**src/rtl/instr_loader.sv**
```systemverilog
// instr_loader: buffers a host-written program, streams it into the CPU one word per clock, then pulses the CPU reset and releases it to RUN.
// Latency: start sampled at edge T -> words on Instruction T+1..T+n, cpu_Reset high RESET_CYCLES cycles, done at T+1+n+RESET_CYCLES.
// Backpressure: wr_ready low during LOAD/RESET and when the buffer is full; optional checksum port under LOADER_CHECKSUM_EN.
module instr_loader #(
  parameter int DEPTH        = 32,
  parameter int RESET_CYCLES = 1
) (
  input  logic                     clk,
  input  logic                     Reset_n,
  input  logic                     wr_valid,
  input  logic [31:0]              wr_data,
  output logic                     wr_ready,
  input  logic                     start,
  input  logic                     clear,
  output logic                     busy,
  output logic                     done,
  output logic [$clog2(DEPTH):0]   word_count,
  output logic                     LoadInstructions,
  output logic [31:0]              Instruction,
  output logic                     cpu_Reset
`ifdef LOADER_CHECKSUM_EN
  ,output logic [31:0]             checksum
`endif
);

  localparam int AW  = $clog2(DEPTH);
  localparam int CW  = AW + 1;
  localparam int RCW = $clog2(RESET_CYCLES + 1);

  localparam logic [CW-1:0]  DEPTH_C = CW'(DEPTH);
  localparam logic [CW-1:0]  ONE_C   = CW'(1);
  localparam logic [RCW-1:0] RC_C    = RCW'(RESET_CYCLES);
  localparam logic [RCW-1:0] ONE_R   = RCW'(1);
  localparam logic [AW-1:0]  ZERO_A  = '0;

  typedef enum logic [1:0] {S_IDLE, S_LOAD, S_RESET, S_RUN} state_t;

  state_t         state;
  logic [31:0]    mem [DEPTH];
  logic [CW-1:0]  n_words;
  logic [CW-1:0]  idx;
  logic [RCW-1:0] rst_cnt;

  logic           accept;
  logic [CW-1:0]  eff_count;
  logic [CW-1:0]  idx_nxt;

  // Write handshake and the word count a same-cycle start would see
  always_comb begin
    wr_ready  = ((state == S_IDLE) || (state == S_RUN)) && (word_count < DEPTH_C);
    accept    = wr_valid && wr_ready;
    eff_count = accept ? (word_count + ONE_C) : word_count;
    idx_nxt   = idx + ONE_C;
  end

  // Program buffer: append at word_count; clear wins over a same-cycle write
  always_ff @(posedge clk) begin
    if (accept && !clear) begin
      mem[word_count[AW-1:0]] <= wr_data;
    end
  end

  // Control FSM with registered CPU-facing outputs
  always_ff @(posedge clk or negedge Reset_n) begin
    if (!Reset_n) begin
      state            <= S_IDLE;
      word_count       <= '0;
      n_words          <= '0;
      idx              <= '0;
      rst_cnt          <= '0;
      busy             <= 1'b0;
      done             <= 1'b0;
      LoadInstructions <= 1'b0;
      Instruction      <= '0;
      cpu_Reset        <= 1'b1;
`ifdef LOADER_CHECKSUM_EN
      checksum         <= '0;
`endif
    end else begin
      done <= 1'b0;
      if (clear) begin
        state            <= S_IDLE;
        word_count       <= '0;
        idx              <= '0;
        rst_cnt          <= '0;
        busy             <= 1'b0;
        LoadInstructions <= 1'b0;
        Instruction      <= '0;
        cpu_Reset        <= 1'b1;
`ifdef LOADER_CHECKSUM_EN
        checksum         <= '0;
`endif
      end else begin
        case (state)
          S_IDLE, S_RUN: begin
            word_count <= eff_count;
            if (start && (eff_count != '0)) begin
              state            <= S_LOAD;
              n_words          <= eff_count;
              idx              <= '0;
              busy             <= 1'b1;
              LoadInstructions <= 1'b1;
              cpu_Reset        <= 1'b0;
              // With an empty buffer, word 0 is the write landing this very edge
              Instruction      <= (word_count == '0) ? wr_data : mem[ZERO_A];
`ifdef LOADER_CHECKSUM_EN
              checksum         <= '0;
`endif
            end
          end
          S_LOAD: begin
`ifdef LOADER_CHECKSUM_EN
            checksum <= checksum ^ Instruction;
`endif
            if (idx_nxt < n_words) begin
              idx         <= idx_nxt;
              Instruction <= mem[idx_nxt[AW-1:0]];
            end else begin
              state            <= S_RESET;
              LoadInstructions <= 1'b0;
              Instruction      <= '0;
              cpu_Reset        <= 1'b1;
              rst_cnt          <= ONE_R;
            end
          end
          S_RESET: begin
            if (rst_cnt == RC_C) begin
              state     <= S_RUN;
              cpu_Reset <= 1'b0;
              busy      <= 1'b0;
              done      <= 1'b1;
            end else begin
              rst_cnt <= rst_cnt + ONE_R;
            end
          end
          default: state <= S_IDLE;
        endcase
      end
    end
  end

endmodule

```
**config.mk**
```make
export PLATFORM = sky130hd
export DESIGN_NAME = instr_loader
export DESIGN_NICKNAME = d
export VERILOG_FILES = /design/src/rtl/instr_loader.sv
export SDC_FILE = /design/constraint.sdc
export NUM_CORES = 1
export LEC_CHECK = 0
export CAP_MARGIN = 40
export CORE_ASPECT_RATIO = 0.8
export CORE_MARGIN = 3
export CORE_UTILIZATION = 33
export CTS_BUF_LIST = sky130_fd_sc_hd__clkbuf_4 sky130_fd_sc_hd__clkbuf_8
export CTS_CLUSTER_DIAMETER = 60
export DETAILED_ROUTE_END_ITERATION = 16
export HOLD_SLACK_MARGIN = 0.08
export MAX_ROUTING_LAYER = met4
export SLEW_MARGIN = 15
export SYNTH_ARGS = -nofsm -noshare
export SYNTH_HDL_FRONTEND = slang
export SYNTH_SLANG_ARGS = --single-unit
export TNS_END_PERCENT = 30
```
**constraint.sdc**
```tcl
create_clock -name clk -period 4.4 [get_ports clk]
set_input_delay 0.88 -clock clk [delete_from_list [all_inputs] [get_ports clk]]
set_output_delay 0.88 -clock clk [all_outputs]
set_load 0.01 [all_outputs]
```
* Word level (Yosys, flattened, before mapping) *
Memory sizes are Yosys's and may differ from the RTL's.
Index checks and enable logic that the tools add are counted.

storage, ports and cells
  bits in registers = 57
  memories kept = 1
  output and inout bits = 43
  input bits = 37
  memory bits (writable) = 1,024

memory list
  name  depth  bits a word  read ports  clocked after memory_dff  wr ports  RTL line  RTL
  mem   32     32           2           0                         1         39        logic [31:0] mem [DEPTH];

operators by class
  multiplexer cells = 36
  add/subtract/negate cells = 3
  bitwise operators = 1
  equal/unequal tests = 7
  reductions and logical operators = 21
  $lt $le $gt $ge = 2

operators with widths
  kind                                            number
  two-way mux 32 bit                              4
  one-hot mux 32 bit (2 select lines)             1
  two-way mux 6 bit                               6
  two-way mux 1 bit                               15
  AND reduction 3 bit                             5
  adder 6 x 1 -> 6 bit (second input constant)    2
  inequality test 3 bit (second input constant)   4
  one-hot mux 6 bit (2 select lines)              1
  nonzero test 3 bit                              3
  two-way mux 2 bit                               4
  zero test 6 bit                                 1
  < comparator 6 bit                              1
  < comparator 6 bit (second input constant)      1
  one-hot mux 1 bit (2 select lines)              3
  one-hot mux 2 bit (3 select lines)              1
  nonzero test 6 bit                              1
  == test 2 bit (second input constant)           2
  logical AND 1 bit                               4
  AND reduction 2 bit                             2
  one-hot mux 1 bit (3 select lines)              1
  == test 2 x 1 -> 1 bit (second input constant)  1
  zero test 2 bit                                 1
  nonzero test 2 bit                              1
  OR reduction 2 bit                              1
  other kinds (4)                                 4

* Depth between registers and ports, before layout *
Gate-level depths: netlist (run 1).

  word-level depth = 10
  mapped depth = 15
  depth with buffers taken out = 11

* Least setup slack after synthesis (run 1) *
OpenSTA, ideal clock, no wires.

  kind = input port to flip-flop
  start point = in clear
  end point = mem mem[30][0], enable pin
  arrival time = 2,847 ps
  required time = 3,979 ps
  stages = 4
  slack = 1,132 ps
  path through = clkbuf_1 > nor2_1 > nand2_1 > nor2_1

between the ends
  cells in the longest elaborated chain, start to end = 4

ends and longest elaborated chain
  element                                  RTL line  RTL
  start, declared                          14        input logic clear,
  zero test 1 bit                          58        if (accept && !clear) begin
  logical AND 1 bit                        58
  two-way mux 1 bit                        58
  two-way mux 1 bit (not written as such)  59        mem[word_count[AW-1:0]] <= wr_data;
  end, declared                            39

Every way passes these cells.

* Worst setup path after layout (run 1) *
  start point = reg idx[0]
  end point = reg Instruction[12]

between the ends
  cells in the longest elaborated chain, start to end = 5
  elaborated cells on any way between the ends = 6
  classes of those cells = add/sub (1); order compare (1); mux (3); memory (1)

ends and longest elaborated chain
  element                                                                 RTL line  RTL
  start, declared                                                         41        logic [CW-1:0] idx;
  start signal, assigned                                                  116       idx <= idx_nxt;
  adder 6 x 1 -> 6 bit (*)                                                53        idx_nxt = idx + ONE_C;
  memory read (32 x 32 bit) / < comparator 6 bit (equally long branches)  --
  two-way mux 32 bit (*)                                                  115       if (idx_nxt < n_words) begin
  one-hot mux 32 bit (2 select lines) (*)                                 94        case (state)
  two-way mux 32 bit (*)                                                  81        if (clear) begin
  end signal, assigned                                                    105       Instruction <= (word_count == '0) ? wr_data : mem[ZERO_A];
  end signal, assigned                                                    117       Instruction <= mem[idx_nxt[AW-1:0]];
  end, declared                                                           19        output logic [31:0] Instruction,

Mark *: on every way between the ends. The rest lies on a longest branch, timed or not.
A chain may end at the register's enable or synchronous reset.

==> metrics.txt, run 1 <==
RSZ-0062 raised after global routing=false; Simple-Gate Fraction of Synth Area=0.0145; library cells used by synthesis=47; final worst path period share=0.822; initial antenna violation count=9; worst slew pin tran=0.877 ns; compound-gate portion of the synthesized area=0.0189; Routed WL=107 mm; register bit total from synthesis=1081; CTS root buf=clkbuf_8; clk buf depth=3; Pre-Repair DR Iteration Count=5; Gate Count Post-Synth=1814; Critical Path AT=4.34 ns; min-delay worst type=reg2reg; ranking of synthesized cells by area=edfxtp_1 73%, mux4_2 17%, dfrtp_1 3.3%; final core occ=0.392; critical path required time=5.12 ns; synthesized area=42000 um2; Die X=405 um; launching point of the worst reg2reg path=idx[0]; synth-to-layout area growth=17.6%; row count=116; max cap viols=0; vias per cell=5.26; CTS tree=built; status=completed; WHS Endpoint=n_words[1]; hold path cells=2; largest family of logic cells by synthesized area=multiplexers; share of layout cells above drive strength 1=0.332; top_reg_cell synth=edfxtp_1; Setup Viol. Count Final=0; Die Ht=325 um; Critical R2R Capture=Instruction[12]; Synth area leader=edfxtp_1; # fillers=11.1k; Port Buffers=79; clk slew on worst S/H paths=0.06 ns; xor-xnor portion of the synthesized cell area=0.00167; final hold vios=0; maximum clock rate=277 MHz; top cells by count, synth=1024 x edfxtp_1, 319 x mux4_2, 56 x dfrtp_1, 56 x nor2_1, 39 x clkbuf_1; largest net degree at the start of global routing=97; number of clock sinks=1081; Pleak=15.0 nW; Crit Path Class=reg2reg; 1st-iter DRT viols=2050; Post-synth EDFFs=1024; area share of fa/ha/maj cells after synthesis=0.00358; fin crit period=3.62 ns; post-route ant nets=0; Seq/Total Area, Yosys=0.767; Max H-tree Level=4; top-area cell type share of the netlist area=0.733; Post-route DRC=0; Core Region=126000 um2; io pins=80; worst clock skew=0.0488 ns; detailed-route via count=20.3k; worst-path fanout max=31; Slew Viols, Final=0; first-pass GRT wire length=156 mm; mux share of post-synthesis cell area=0.180; Syn. warnings=0; Worst Min Path Start=n_words[1]; CP Capture Type=register; Worst Reg2Reg Path Length in Cells=12; R2R setup slack=0.78 ns; CTS Buf Count=168; Setup TNS=0 ns; worst rel slew slack=0.415; Worst-Skew Late Latency=0.83 ns; cts repair resizes=0; Setup Fix Bufs, Post-CTS=0; Initial Util=0.334; Final Wtd Congestion=0.782; GRT overflow=0; average cell area after synthesis=23.1 um2; Power Density=459 nW/um2; Final nets=2114; Hold Buf Count CTS=1; drt wl/cell=27.7 um; Startpoint Class=register; vias in the first global route=21.7k; worst-case vdd ir drop=0.000280 V; count leader, synth=edfxtp_1; DP HPWL=59.6 mm; All-Layer GR Usage=0.168; Post-synth ARST share=0.0527; Net Count, Synth=1863; Die ar.=131000 um2
-- worst max-delay path: stages (launching register included) --
cell	delay, ns
dfrtp_4	0.52
ha_4	0.20
nand3_1	0.09
xor2_1	0.34
inv_1	0.19
ha_1	0.33
a41o_1	0.19
o31ai_1	0.08
nand2_1	0.30
nor4b_4	0.28
buf_4	0.58
a22oi_1	0.20
o211ai_1	0.16
-- worst max-delay path by stage --
| stage | from | end | slack [ns] | depth (start not counted) |
|---|---|---|---|---|
| floorplan | clear | mem[30][0] | 1.13 | 4 |
| finish | idx[0] | Instruction[12] | 0.78 | 12 |
| global route | idx[0] | Instruction[0] | 0.58 | 12 |
| CTS | state[0] | wr_ready | 0.76 | 5 |
| detailed placement | wr_valid | mem[14][29] | 0.59 | 6 |
| global placement | wr_valid | mem[14][29] | 0.59 | 6 |
-- through the flow --
| stage | total power [W] | hold slack [ns] | worst slack [ns] | instance area (um2) | cells |
|---|---|---|---|---|---|
| floorplan | 0.0133 | 0.444 | 1.13 | 42000 | 1814 |
| global placement | 0.0145 | 0.481 | 0.587 | 45400 | 3510 |
| detailed placement | 0.0146 | 0.475 | 0.588 | 45900 | 3540 |
| CTS | 0.0229 | 0.487 | 0.760 | 49200 | 3840 |
| global route | 0.0235 | 0.507 | 0.581 | 49300 | 3856 |
| finish | 0.0227 | 0.487 | 0.784 | 49300 | 3856 |
-- registers in the layout (all words and copies together), names as in the netlist --
name	count
rst_cnt	1
cpu_Reset	1
word_count	6
Instruction	32
mem	1024
LoadInstructions	1
n_words	6
idx	6
state	2
done	1
busy	1
-- where the power goes --
part,internal [W],leakage [nW],switching [W]
Combinational,0.00114,3.30,0.00148
Sequential,0.0115,9.98,0.000241
Clock,0.00445,1.73,0.00383
Total,0.0171,15.0,0.00555
-- area by class of cell --
cell class / count / area [um2] / share of cell area
clock buffer: 227 / 2780 / 0.0564
tap: 1652 / 2070 / 0.0419
inverter: 15 / 56.3 / 0.00114
clock inverter: 72 / 498 / 0.0101
antenna: 10 / 25.0 / 0.000507
multi-input combinational: 615 / 9510 / 0.193
timing repair buffer: 184 / 2210 / 0.0447
sequential: 1081 / 32200 / 0.652
-- cells by family (layout without fill, tap and decap cells) --
kind of cell / Yosys count / after routing
buffers and inverters: 118 / 498
AO/OA/AOI/OAI: 108 / 108
adder cells (fa/ha/maj): 12 / 12
XOR/XNOR: 8 / 8
flip-flops: 1081 / 1081
multiplexers: 357 / 357
other: 0 / 10
AND/OR/NAND/NOR: 130 / 130
-- per-layer routing --
metal / routed length (um) / track usage / vias up
met1: 44200 / 0.222 / 11000
li1: - / - / 8290
met2: 52100 / 0.262 / 809
met3: 8380 / 0.0401 / 165
met4: 2220 / 0.0466 / 0
met5: 0 / - / -
-- cell usage in the layout (no fill, tap or decap), types with 17 or more instances in the layout --
cell type	n
dfrtp_1	55
buf_4	44
mux2i_1	38
nor2_4	33
nor2_1	23
clkdlybuf4s50_1	78
nand2_1	18
nand3_1	37
edfxtp_1	1024
clkbuf_4	55
buf_12	27
a22oi_1	36
clkbuf_8	172
mux4_2	319
o211ai_1	32
clkinv_2	17
clkinv_1	40
buf_8	30
(Power assumes the default switching activity.)
==> run 2: changes to the inputs <==
Clock period 4.4 ns to 3.7 ns, I/O delays scaled along.
==> run 2 against run 1 <==
Count of clock-buffer cells in the layout is 24 higher. Final area is 0.66% higher. Sequential power is 19% higher. Global-route usage is 0.079 points higher. Critical path type unchanged. Critical endpoint is now Instruction[30]. Register-to-register slack worse by 0.63 ns. Die area stayed put. Wire length is 0.59% higher. Maximum frequency is 2.1% higher.
==> metrics.txt, run 2 (same netlist as run 1, synthesis figures left out) <==
CTS tree=built; R2R setup slack=0.16 ns; wl on met1=43.3 mm; Die Ht=325 um; CTS Buf Count=174; clk slew on worst S/H paths=0.06 ns; Initial Util=0.334; Power Density=550 nW/um2; maximum clock rate=282 MHz; Critical R2R Capture=Instruction[30]; Worst Reg2Reg Path Length in Cells=12; Routed WL=108 mm; min-delay worst type=in2async; wire length on met2=52.5 mm; number of clock sinks=1081; DP HPWL=58.5 mm; final hold vios=0; launching point of the worst reg2reg path=idx[0]; worst-case vdd ir drop=0.000367 V; worst-path fanout max=31; post-route ant nets=0; Die X=405 um; clk buf depth=3; 1st-iter DRT viols=2292; GRT overflow=0; Max H-tree Level=4; largest net degree at the start of global routing=115; critical path required time=4.40 ns; Crit Path Class=reg2reg; worst slew pin tran=1.13 ns; Port Buffers=79; Setup TNS=0 ns; Pleak=15.2 nW; Worst-Skew Late Latency=0.82 ns; worst rel slew slack=0.248; Largest register FFs=1024; fin crit period=3.54 ns; synth-to-layout area growth=18.3%; Slew Viols, Final=0; drt wl/cell=27.7 um; Die ar.=131000 um2; Startpoint Class=register; metal3 WL=9.42 mm; CTS root buf=clkbuf_8; io pins=80; most frequent cells in the layout=1024 x edfxtp_1, 319 x mux4_2, 183 x clkbuf_8; vias in the first global route=21.5k; dpl cells=3551; initial antenna violation count=8; final worst path period share=0.958; status=completed; Power, Total=0.0273 W; All-Layer GR Usage=0.169; Final nets=2136; detailed-route via count=20.4k; worst clock skew=0.0444 ns; Critical Path Start=idx[0]; Critical Path AT=4.24 ns; row count=116; Pre-Repair DR Iteration Count=5; max cap viols=0; # fillers=11.1k; share of layout cells above drive strength 1=0.345; uppermost routed layer=met4; final std cells w/o fill=3886; Core Region=126000 um2; RSZ-0062 raised after global routing=false; most common cell after layout, fill and taps aside=edfxtp_1; CP Capture Type=register; vias per cell=5.24; Final Wtd Congestion=0.789; Post-route DRC=0; first-pass GRT wire length=155 mm; Setup Viol. Count Final=0
[run 2: what timing repair did]
action                                 4_1_cts  5_1_grt
hold buffers                                 1        0
setup buffers                                0        0
endpoints found under the hold margin       23        0
gates resized for setup                      0        0
[run 2: critical path, cell delays in order, from the launching register on]
cell and delay (ns):
dfrtp_4 0.54, ha_4 0.22, nand3_1 0.09, xor2_1 0.34, inv_1 0.18, ha_1 0.32
o21ai_0 0.21, o21a_1 0.15, nand2_1 0.19, nor4b_4 0.26, buf_4 0.60, a22oi_1 0.15
o211ai_1 0.14
[run 2: routing by layer]
| metal | GRT usage | vias up |
|---|---|---|
| met2 | 0.260 | 872 |
| met1 | 0.221 | 11000 |
| met3 | 0.0456 | 167 |
| met5 | - | - |
| li1 | - | 8362 |
| met4 | 0.0503 | 0 |
[run 2: worst max-delay path by stage]
stage                                  to  slack, ns
after global routing      Instruction[29]       0.04
after global placement     Instruction[0]       0.23
after CTS                 Instruction[30]       0.14
after detailed placement  Instruction[13]       0.20
after floorplan                mem[30][0]       0.50
final                     Instruction[30]       0.16
[run 2: final cells by class]
| class | count | area (um2) | area share |
|---|---|---|---|
| antenna | 8 | 20.0 | 0.000403 |
| timing repair buffer | 200 | 2310 | 0.0466 |
| inverter | 15 | 56.3 | 0.00113 |
| tap | 1652 | 2070 | 0.0416 |
| sequential | 1081 | 32200 | 0.648 |
| multi-input combinational | 615 | 9510 | 0.191 |
| clock buffer | 251 | 3030 | 0.0610 |
| clock inverter | 64 | 469 | 0.00945 |
[run 2: where the power goes]
group	internal, W	switching, W
Sequential	0.0137	0.000291
Clock	0.00558	0.00467
Combinational	0.00136	0.00172
Total	0.0206	0.00668
[run 2: stage by stage]
step           hold WS [ns]  setup WS (ns)  instance area, um2   util
6_report              0.418          0.157               49600  0.395
5_1_grt               0.382         0.0403               49600  0.395
3_3_place_gp          0.473          0.226               45800  0.364
4_1_cts               0.354          0.140               49400  0.393
3_5_place_dp          0.476          0.205               45900  0.365
2_1_floorplan         0.444          0.499               42000      -
==> patch 1 (config.mk and constraints of run 2) <==
The option `LOADER_CHECKSUM_EN` is turned on by a define.
--- a/src/rtl/instr_loader.sv
+++ b/src/rtl/instr_loader.sv
@@ -2,4 +2,6 @@
 // Latency: start sampled at edge T -> words on Instruction T+1..T+n, cpu_Reset high RESET_CYCLES cycles, done at T+1+n+RESET_CYCLES.
 // Backpressure: wr_ready low during LOAD/RESET and when the buffer is full; optional checksum port under LOADER_CHECKSUM_EN.
+`define LOADER_CHECKSUM_EN
+
 module instr_loader #(
   parameter int DEPTH        = 32,
Formal check against the unedited RTL (old outputs only; new: checksum): no difference found for any inputs over 4 cycles, from zero or initial values and one cycle with Reset_n low; that may be too few to reach the edited logic, so the function may still have changed.
==> patch 1 against run 2 <==
  * Clock power is 5% lower
  * Non-clock buffer count rose by 45
  * Maximum frequency grew 7.8%
  * Power fell by 2.6%
  * Wire length grew 5.8%
  * Sequential cell count rose by 32
  * Combinational power is 19% lower
  * Final area increased by 4.0%
  * Critical path type is now reg -> out
  * Setup slack better by 0.26 ns
  * Critical endpoint is now wr_ready
  * Count of clock-buffer cells in the layout fell by 24
  * Area after synthesis rose by 4.6%
==> patch 1: results (changes against run 2) <==
| Metric | Value |
|---|---|
| Crit path largest cell delay | `0.54 ns (was 0.60 ns)` |
| Sequential area share after synthesis | `0.752 (was 0.767)` |
| Clock Skews | `0.0488 ns (was 0.0444 ns)` |
| Arr. time, crit path | `2.55 ns (was 4.24 ns)` |
| Pre-CTS setup slack | `0.304 ns (was 0.205 ns)` |
| CP endpoint | `wr_ready (was Instruction[30])` |
| P_clk | `9.82 mW (was 10.3 mW)` |
| Inst Count DP | `4530 (was 3551)` |
| Relative slew slack | `0.417 (was 0.248)` |
| GPL Wtd Cong | `0.791 (was 0.789)` |
| Fin crit period | `3.29 ns (was 3.54 ns)` |
| Met2 wire length | `51300 µm (was 52500 µm)` |
| HP Class | `reg -> reg (was in -> async)` |
| Post-synth net total | `2767 (was 1863)` |
| Share of cells above drive strength 1 | `0.183 (was 0.345)` |
| Largest net degree at the start of global routing | `116 (was 115)` |
| Area contributors post-synth | `edfxtp_1 (70%), mux4_2 (6.6%), dfrtp_1 (5.0%), nand2_1 (4.5%), mux2i_1 (2.3%) (was edfxtp_1 (73%), mux4_2 (17%), dfrtp_1 (3.3%), mux2i_1 (0.91%), a22oi_1 (0.64%))` |
| Syn Area/Cell | `16.1 µm² (was 23.1 µm²)` |
| Worst setup startpoint | `state[0] (was idx[0])` |
| PortBufs | `111 (was 79)` |
| Crit-path max FO | `11 (was 31)` |
| Met3 Use GR | `0.0375 (was 0.0456)` |
| First-pass GRT wire length | `168000 µm (was 155000 µm)` |
| Status | `finished, final reports clean (unchanged)` |
| Fin cells | `4818 (was 3886)` |
| Met1 Use GR | `0.237 (was 0.221)` |
| Nets | `3008 (was 2136)` |
| Met2 Track Usage GR | `0.245 (was 0.260)` |
| DR WL met3 | `9600 µm (was 9420 µm)` |
| Worst vdd ir | `350 µV (was 367 µV)` |
==> patch 1: cell types whose count changed after synthesis, moves of 33 or more <==
cell,delta
nand2_1,+512
mux4_2,-191
nand3_1,+98
a31oi_1,+64
a32oi_1,+63
mux2i_1,+61
o21ai_0,+61
clkbuf_1,+49
a22oi_1,-35
a221o_1,+33
nand2b_1,+33
==> patch 1: cells by family (layout without fill, tap and decap cells) <==
logic type,Yosys count,in the layout,share of synthesized area
and+or+nand+nor,841,841,0.0807
adders and majority gates,12,12,0.00342
AOI/OAI and AO/OA,331,331,0.0545
muxes,229,229,0.0889
DFF,1113,1113,0.752
buffers and inverters,184,544,0.0189
xor gates and xnor gates,8,8,0.00177
==> patch 1: area by class of cell <==
| type | count | area, µm² |
|---|---|---|
| clock inverter | 56 | 378 |
| tap | 1740 | 2180 |
| inverter | 16 | 67.6 |
| sequential | 1113 | 33000 |
| multi-input combinational | 1421 | 10400 |
| timing repair buffer | 245 | 2870 |
| clock buffer | 227 | 2790 |
| fill | 11900 | 79100 |
==> patch 2 (settings of run 2) <==
Without the edit above. Put one more register stage on the output `word_count`, without a reset. The value now appears one clock later. The other outputs are not delayed to match. Comments in the files are not updated.
--- a/src/rtl/instr_loader.sv
+++ b/src/rtl/instr_loader.sv
@@ -36,4 +36,6 @@
   typedef enum logic [1:0] {S_IDLE, S_LOAD, S_RESET, S_RUN} state_t;
 
+  logic [$clog2(DEPTH):0] word_count_s0;
+
   state_t         state;
   logic [31:0]    mem [DEPTH];
@@ -48,7 +50,7 @@
   // Write handshake and the word count a same-cycle start would see
   always_comb begin
-    wr_ready  = ((state == S_IDLE) || (state == S_RUN)) && (word_count < DEPTH_C);
+    wr_ready  = ((state == S_IDLE) || (state == S_RUN)) && (word_count_s0 < DEPTH_C);
     accept    = wr_valid && wr_ready;
-    eff_count = accept ? (word_count + ONE_C) : word_count;
+    eff_count = accept ? (word_count_s0 + ONE_C) : word_count_s0;
     idx_nxt   = idx + ONE_C;
   end
@@ -57,5 +59,5 @@
   always_ff @(posedge clk) begin
     if (accept && !clear) begin
-      mem[word_count[AW-1:0]] <= wr_data;
+      mem[word_count_s0[AW-1:0]] <= wr_data;
     end
   end
@@ -65,5 +67,5 @@
     if (!Reset_n) begin
       state            <= S_IDLE;
-      word_count       <= '0;
+      word_count_s0    <= '0;
       n_words          <= '0;
       idx              <= '0;
@@ -81,5 +83,5 @@
       if (clear) begin
         state            <= S_IDLE;
-        word_count       <= '0;
+        word_count_s0    <= '0;
         idx              <= '0;
         rst_cnt          <= '0;
@@ -94,5 +96,5 @@
         case (state)
           S_IDLE, S_RUN: begin
-            word_count <= eff_count;
+            word_count_s0 <= eff_count;
             if (start && (eff_count != '0)) begin
               state            <= S_LOAD;
@@ -103,5 +105,5 @@
               cpu_Reset        <= 1'b0;
               // With an empty buffer, word 0 is the write landing this very edge
-              Instruction      <= (word_count == '0) ? wr_data : mem[ZERO_A];
+              Instruction      <= (word_count_s0 == '0) ? wr_data : mem[ZERO_A];
 `ifdef LOADER_CHECKSUM_EN
               checksum         <= '0;
@@ -140,4 +142,8 @@
   end
 
+  always_ff @(posedge clk) begin
+    word_count <= word_count_s0;
+  end
+
 endmodule
 
Formal check against the unedited RTL: not equivalent (a bounded check fails within 4 cycles, from zero or initial values and one cycle with Reset_n low).
==> patch 2 against run 2 <==
  * Area after synthesis is 2.4% higher
  * Die area rose by 2.4%
  * Power decreased by 3.9%
  * Via count rose by 11%
  * Setup slack improved by 0.22 ns
  * Wire length up 5.1%
  * Critical endpoint is now Instruction[8]
  * Final area grew 0.90%
  * Largest cell class unchanged
  * Sequential power about the same
  * Sequential cell count is 6 higher
  * Global-route usage up 0.32 points
==> patch 2: results (changes against run 2) <==
| Metric | Value |
|---|---|
| Worst setup startpoint | `idx[2] (was idx[0])` |
| Status | `finished, final reports clean (unchanged)` |
| Wire length per cell | `26.7 µm (was 27.7 µm)` |
| Post-synth top area share | `0.716 (was 0.733)` |
| DP HPWL | `60700 µm (was 58500 µm)` |
| Area contributors post-synth | `edfxtp_1 (72%), mux4_2 (13%), dfrtp_1 (3.3%), mux2i_1 (2.3%), nand2_1 (1.6%) (was edfxtp_1 (73%), mux4_2 (17%), dfrtp_1 (3.3%), mux2i_1 (0.91%), a22oi_1 (0.64%))` |
| Inst Count DP | `3938 (was 3551)` |
| Worst reg2reg startpoint | `idx[2] (was idx[0])` |
| Largest net degree at the start of global routing | `124 (was 115)` |
| Crit path largest cell delay | `0.52 ns (was 0.60 ns)` |
| Total GRT Usage | `0.172 (was 0.169)` |
| Area fraction in compound gates after synthesis | `0.0243 (was 0.0189)` |
| Post-synth net total | `2196 (was 1863)` |
| Iteration-0 DRC Markers | `2619 (was 2292)` |
| Clock Skews | `0.0280 ns (was 0.0444 ns)` |
| Via density | `5.34 (was 5.24)` |
| CP max-delay cell | `dfrtp_1 (was buf_4)` |
| Leakage | `15.7 nW (was 15.2 nW)` |
| First-pass GRT wire length | `163000 µm (was 155000 µm)` |
| Reg2reg setup slack | `0.37 ns (was 0.16 ns)` |
| Count of cell types in the netlist | `61 (was 47)` |
| Reg2Reg Capture Point | `Instruction[8] (was Instruction[30])` |
| XOR/XNOR Fraction of Synth Area | `0.00183 (was 0.00167)` |
| Nets | `2424 (was 2136)` |
| List of most frequent post-synthesis cells | `edfxtp_1 (1024), mux4_2 (256), nand2_1 (183) (was edfxtp_1 (1024), mux4_2 (319), dfrtp_1 (56), nor2_1 (56), clkbuf_1 (39))` |
| Sequential area share after synthesis | `0.752 (was 0.767)` |
| Crit-path max FO | `25 (was 31)` |
| Slew of the pin with the lowest slew margin | `1.01 ns (was 1.13 ns)` |
| Routed wire length | `113000 µm (was 108000 µm)` |
| Worst reg2reg path depth | `11 (was 12)` |
| Vias in the first global route | `23000 (was 21500)` |
| Ys async rst share | `0.0524 (was 0.0527)` |
| HP Class | `in -> reg (was in -> async)` |
| Top delay family on crit path | `simple AND/OR/NAND/NOR gates (was buffers and inverters)` |
| Share of cells above drive strength 1 | `0.271 (was 0.345)` |
[patch 2: worst register-to-register path, delay by kind of cell, from the launching register on]
kind | cells | cell delay, ns
and+or+nand+nor | 4 | 1.12
xor gates and xnor gates | 1 | 0.15
buffers and inverters | 2 | 0.47
AOI/OAI and AO/OA | 3 | 0.57
adders and majority gates | 1 | 0.36
DFF | 1 | 0.52
[patch 2: how the worst min path moves through the flow]
stage                     start               end  depth (start not counted)  slack (ns)
6_report                  clear  word_count_s0[5]                          2        0.22
5_1_grt                   clear              done                          2        0.20
4_1_cts                   clear  word_count_s0[5]                          2        0.12
3_5_place_dp         n_words[4]        n_words[4]                          2        0.48
3_3_place_gp         n_words[2]        n_words[2]                          2        0.47
2_1_floorplan  word_count_s0[3]     word_count[3]                          0        0.34
[patch 2: metal layers]
layer	up-vias	GRT usage	wire, µm
li1	9269	-	-
met1	12000	0.248	50400
met2	1072	0.251	50900
met3	182	0.0341	9940
met4	0	0.0457	1930
met5	-	-	0
[patch 2: cell type report]
| type | count | area, µm² |
|---|---|---|
| Clock buffer | 220 | 2700 |
| Inverter | 22 | 87.6 |
| Clock inverter | 68 | 397 |
| Antenna cell | 2 | 5.00 |
| Timing Repair Buffer | 194 | 2180 |
| Sequential cell | 1087 | 32300 |
| Multi-Input combinational cell | 911 | 10300 |
| Fill cell | 11500 | 78100 |
| Tap cell | 1725 | 2160 |
[patch 2: stage by stage]
stage                util  setup slack, ns  instance area, µm²
floorplan               -           0.0119               43000
global placement    0.366            0.379               46900
detailed placement  0.366            0.314               47000
CTS                 0.391            0.404               50100
global route        0.391            0.135               50100
finish              0.391            0.374               50100
[patch 2: report_power, final]
part | internal [mW] | switching, mW | total (mW)
clock network | 4.89 | 4.62 | 9.51
registers | 13.7 | 0.274 | 14.0
logic | 1.12 | 1.62 | 2.74
